==> config.mk <==
export PLATFORM = sky130hd
export DESIGN_NAME = btn_debounce
export DESIGN_NICKNAME = d
export VERILOG_FILES = /design/src/rtl/debounce_pkg.sv /design/src/rtl/sync_2ff.sv /design/src/rtl/btn_debounce.sv
export SDC_FILE = /design/constraint.sdc
export NUM_CORES = 1
export LEC_CHECK = 0
export CAP_MARGIN = 10
export CORE_ASPECT_RATIO = 1.75
export CORE_UTILIZATION = 35
export CTS_CLUSTER_SIZE = 16
export DETAILED_ROUTE_END_ITERATION = 16
export PLACE_DENSITY = 0.63
export REMOVE_ABC_BUFFERS = 1
export SYNTH_ARGS = -nofsm -noshare
export SYNTH_HDL_FRONTEND = slang
export SYNTH_SLANG_ARGS = --single-unit
==> constraint.sdc <==
create_clock -name clk -period 5 [get_ports clk]
set_clock_uncertainty 0.1 [all_clocks]
set_input_delay 1 -clock clk [delete_from_list [all_inputs] [get_ports clk]]
set_output_delay 1 -clock clk [all_outputs]
set_load 0.005 [all_outputs]
==> src/rtl/debounce_pkg.sv <==
// Shared types and sizing helpers for the button debouncer.
package debounce_pkg;

  // state      | meaning
  // LOW        | accepted level is 0, synchronized input agrees
  // CHK_HIGH   | accepted level is 0, counting consecutive high samples
  // HIGH       | accepted level is 1, synchronized input agrees
  // CHK_LOW    | accepted level is 1, counting consecutive low samples
  typedef enum logic [1:0] {
    LOW      = 2'd0,
    CHK_HIGH = 2'd1,
    HIGH     = 2'd2,
    CHK_LOW  = 2'd3
  } state_e;

  // Counter width able to hold STABLE_CYCLES-1 with one bit of headroom.
  function automatic int cnt_width(input int stable_cycles);
    return $clog2(stable_cycles) + 1;
  endfunction

endpackage

==> src/rtl/sync_2ff.sv <==
// Two-flop synchronizer bringing the raw button level into the clk domain.
module sync_2ff (
  input  logic clk,
  input  logic rst,
  input  logic d,
  output logic q
);

  logic s1_q;
  logic s2_q;

  // Shift the asynchronous input through two stages; reset clears both.
  always_ff @(posedge clk) begin
    if (rst) begin
      s1_q <= 1'b0;
      s2_q <= 1'b0;
    end else begin
      s1_q <= d;
      s2_q <= s1_q;
    end
  end

  assign q = s2_q;

endmodule

==> src/rtl/btn_debounce.sv <==
// Button debouncer: a new level is accepted only after STABLE_CYCLES
// consecutive equal synchronized samples; rise/fall pulse once per change.
//
// state      | meaning
// LOW        | level=0, waiting for a high sample
// CHK_HIGH   | level=0, cnt counts consecutive high samples seen so far
// HIGH       | level=1, waiting for a low sample
// CHK_LOW    | level=1, cnt counts consecutive low samples seen so far
module btn_debounce
  import debounce_pkg::*;
#(
  parameter int STABLE_CYCLES = 1000000
) (
  input  logic clk,
  input  logic rst,
  input  logic btn_in,
  output logic level,
  output logic rise,
  output logic fall
);

  localparam int CNT_W = cnt_width(STABLE_CYCLES);
  localparam logic [CNT_W-1:0] CNT_TC  = CNT_W'(STABLE_CYCLES - 1);
  localparam logic [CNT_W-1:0] CNT_ONE = CNT_W'(1);

  logic             s2;
  state_e           state_q, state_d;
  logic [CNT_W-1:0] cnt_q, cnt_d;
  logic             level_q, level_d;
  logic             rise_q, rise_d;
  logic             fall_q, fall_d;

  sync_2ff u_sync (
    .clk (clk),
    .rst (rst),
    .d   (btn_in),
    .q   (s2)
  );

  // State, counter and registered outputs; reset wins over everything.
  always_ff @(posedge clk) begin
    if (rst) begin
      state_q <= LOW;
      cnt_q   <= '0;
      level_q <= 1'b0;
      rise_q  <= 1'b0;
      fall_q  <= 1'b0;
    end else begin
      state_q <= state_d;
      cnt_q   <= cnt_d;
      level_q <= level_d;
      rise_q  <= rise_d;
      fall_q  <= fall_d;
    end
  end

  // Next-state logic; cnt holds the number of disagreeing samples already seen,
  // so it stops at STABLE_CYCLES-1 and clears on acceptance or abandon.
  always_comb begin
    state_d = state_q;
    cnt_d   = '0;
    level_d = level_q;
    rise_d  = 1'b0;
    fall_d  = 1'b0;
    case (state_q)
      LOW: begin
        if (s2) begin
          state_d = CHK_HIGH;
          cnt_d   = CNT_ONE;
        end
      end
      CHK_HIGH: begin
        if (!s2) begin
          state_d = LOW;
        end else if (cnt_q == CNT_TC) begin
          state_d = HIGH;
          level_d = 1'b1;
          rise_d  = 1'b1;
        end else begin
          cnt_d = cnt_q + CNT_ONE;
        end
      end
      HIGH: begin
        if (!s2) begin
          state_d = CHK_LOW;
          cnt_d   = CNT_ONE;
        end
      end
      CHK_LOW: begin
        if (s2) begin
          state_d = HIGH;
        end else if (cnt_q == CNT_TC) begin
          state_d = LOW;
          level_d = 1'b0;
          fall_d  = 1'b1;
        end else begin
          cnt_d = cnt_q + CNT_ONE;
        end
      end
      default: begin
        state_d = LOW;
        level_d = 1'b0;
      end
    endcase
  end

  assign level = level_q;
  assign rise  = rise_q;
  assign fall  = fall_q;

endmodule

==> flow_metrics.py <==
metrics = {
    "worst_hold_path": {
        "hp-start": "u_sync.s1_q$_SDFF_PP0_",
        "hold_class": "flop to flop",
    },
    "global_routing": {
        "grt_max_degree": 20,
        "grt_use_total_pct": 13.7,
        "grt_pass1_vias": 935,
        "antenna_found_initial": 0,
        "grt_pass1_wl_mm": 3.81,
        "gr-total-overflow": 0,
    },
    "drt": {
        "drt_iter0_markers": 11,
        "ant_nets": 0,
        "routed_via_density": 5.09,
        "drc_errors": 0,
        "first_pass_iters": 4,
        "wirelength_mm": 2.26,
        "wl_per_cell_um": 12.1,
        "num_vias": 946,
    },
    "cells_and_area": {
        "nNetsFinal": 146,
        "fill_cells": 351,
        "antenna-diode-count": 0,
        "final_common_cell": "dfxtp_1",
        "layout-drive-gt1-share_pct": 7.09,
        "area_growth_pct": 12.3,
        "ff_latch_area_um2": 561,
        "multi_input_area_um2": 654,
        "final_cell_mix": "dfxtp_1, nor2_1, a21oi_1, xnor2_1",
        "final_area_um2": 1410,
    },
    "timing": {
        "period_minus_slack_ns": 2.60,
        "fmax_mhz": 384,
        "fin_tns_setup_ns": 0,
        "max-slew-margin-rel_pct": 62.6,
        "fin_crit_sh_pct": 52.1,
        "tightest_slew_ns": 0.559,
        "rsz0062_at_grt": "no",
        "hold_viol_final": 0,
        "maxSlewViolCount": 0,
        "setup_violations": 0,
    },
    "worst_setup_path": {
        "crit_required_ns": 5.04,
        "worst_setup_path_start_kind": "flop",
        "crit_start": "cnt_q[0]$_SDFF_PP0_",
        "cp.arrival_ns": 2.64,
        "crit_path_end_kind": "flop",
        "r2r-start": "cnt_q[0]$_SDFF_PP0_",
        "critPathMaxFanout": 19,
        "critPathKind": "flop to flop",
    },
    "clock_tree": {
        "clock_path_buffers": 2,
        "clock_sinks": 28,
        "htree_levels": 1,
        "root_buffer": "clkbuf_8",
        "cts_tree": "built",
        "cts_setup_buffers": 0,
        "cts_resized": 0,
        "holdBufCountCts": 0,
        "insertion_delay_ns": 0.27,
        "path_clk_slew_ns": 0.09,
        "cts_made_buffers": 3,
    },
    "synth": {
        "ys_seq_elements": 28,
        "yosysWarnings": 0,
        "synth_seq_area_share_pct": 44.7,
        "synth_cell_type_count": 34,
        "ys.flop_type": "dfxtp_1",
        "synth_area_um2": 1250,
        "async_flop_share_pct": 0,
        "synth.avg_cell_area_um2": 9.15,
        "synth_edf_count": 0,
        "syn_inst": 137,
    },
    "pwr": {
        "p_leak_nw": 0.406,
        "p_sw_share_pct": 17.4,
        "power_mw": 0.407,
        "power_density_nw_per_um2": 289,
        "power_frac_comb_pct": 1.9,
        "clkPwrFrac_pct": 42.6,
        "p_seq_share_pct": 55.5,
        "internal-power_mw": 0.336,
        "ir_worst_vdd_mv": 0.137,
        "p_sw_mw": 0.0709,
    },
    "die": {
        "initial_core_util_pct": 36.9,
        "io_pins": 6,
        "num_rows": 28,
        "die_h_um": 81.2,
        "die_w_um": 47.2,
        "core_um2": 3400,
        "die_area_um2": 3830,
    },
    "place": {
        "gp_congestion": 0.751,
        "io_buffers": 5,
        "post_dp_cell_area_um2": 1340,
        "hpwl_mm": 1.68,
    },
    "run": {
        "cap_viol_max_count": 0,
    },
    "run_status": {
        "status": "complete, no violations",
    },
}
flip-flops by register name, indices dropped and copies added (netlist names), named ones only:
name and count:
rise 1, state_q 1, cnt_q 21, fall 1
u_sync.q 1, u_sync.s1_q 1, level 1
area by class of cell:
cell class	instances	share of cell area (%)
inverters	4	1.07
multi-input cells	100	46.5
flip-flops and latches	28	39.8
well taps	45	4.00
repair buffers	5	3.56
clock inverters	1	2.13
clock buffers	3	2.93
power by group through the flow:
stage / Sequential (mW) / Clock (mW) / Combinational [mW]
CTS: 0.226 / 0.180 / 0.00779
global route: 0.227 / 0.186 / 0.00854
global placement: 0.231 / 0 / 0.00744
floorplan: 0.231 / 0 / 0.00322
detailed placement: 0.231 / 0 / 0.00754
finish: 0.226 / 0.173 / 0.00776
worst max-delay path, cell delays in order (launching register included):
cell	delay, ns
dfxtp_1	0.39
ha_1	0.20
nand3_1	0.36
or4_1	0.75
o211ai_4	0.55
nor2_1	0.11
synth_stat cells, types with 2 or more instances:
cell type,n,area [um2]
a21oi_1,8,40.0
and4_1,3,26.3
clkbuf_1,3,11.3
dfxtp_1,28,561
inv_1,4,15.0
nand2_1,5,18.8
nand2b_1,3,18.8
nand3_1,6,30.0
nand4_1,6,37.5
nor2_1,15,56.3
nor2b_1,2,12.5
nor3_1,6,30.0
o21ai_0,5,25.0
o31ai_1,3,22.5
or3_1,4,25.0
or4_1,6,45.0
or4_4,2,22.5
xnor2_1,8,70.1
xor2_1,5,43.8
cell families after synthesis:
kind of cell | count (synthesis) | share of synthesized area, %
AO/OA/AOI/OAI | 22 | 11.8
adder cells (fa/ha/maj) | 1 | 0.998
buffers and inverters | 9 | 3.09
flip-flops | 28 | 44.7
AND/OR/NAND/NOR | 64 | 30.3
XOR/XNOR | 13 | 9.08
final timing paths:
path / slack, ns / endpoint / cells after the start
worst max-delay path: 2.40 / cnt_q[10]$_SDFF_PP0_ / 5
worst min-delay path: 0.36 / u_sync.q$_SDFF_PP0_ / 1
worst max register to register: 2.40 / cnt_q[10]$_SDFF_PP0_ / 5
worst min register to register: 0.36 / u_sync.q$_SDFF_PP0_ / 1
metal layers:
layer	global-route usage, %	share of wire [%]	vias to the layer above
li1	-	-	498
met1	13.8	41	422
met2	22.9	51	16
met3	3.33	2.4	10
met4	10.0	4.8	0
met5	0	0	-
through the flow:
step           instances  hold slack [ns]  utilization (%)  setup slack [ns]
6_report             186            0.359             41.4              2.40
3_3_place_gp         182            0.334             39.3              2.46
5_1_grt              186            0.375             41.4              2.20
2_1_floorplan        132            0.314                -              2.80
4_1_cts              186            0.356             41.4              2.40
3_5_place_dp         182            0.339             39.3              2.40
Power figures use the tool's default switching activity.
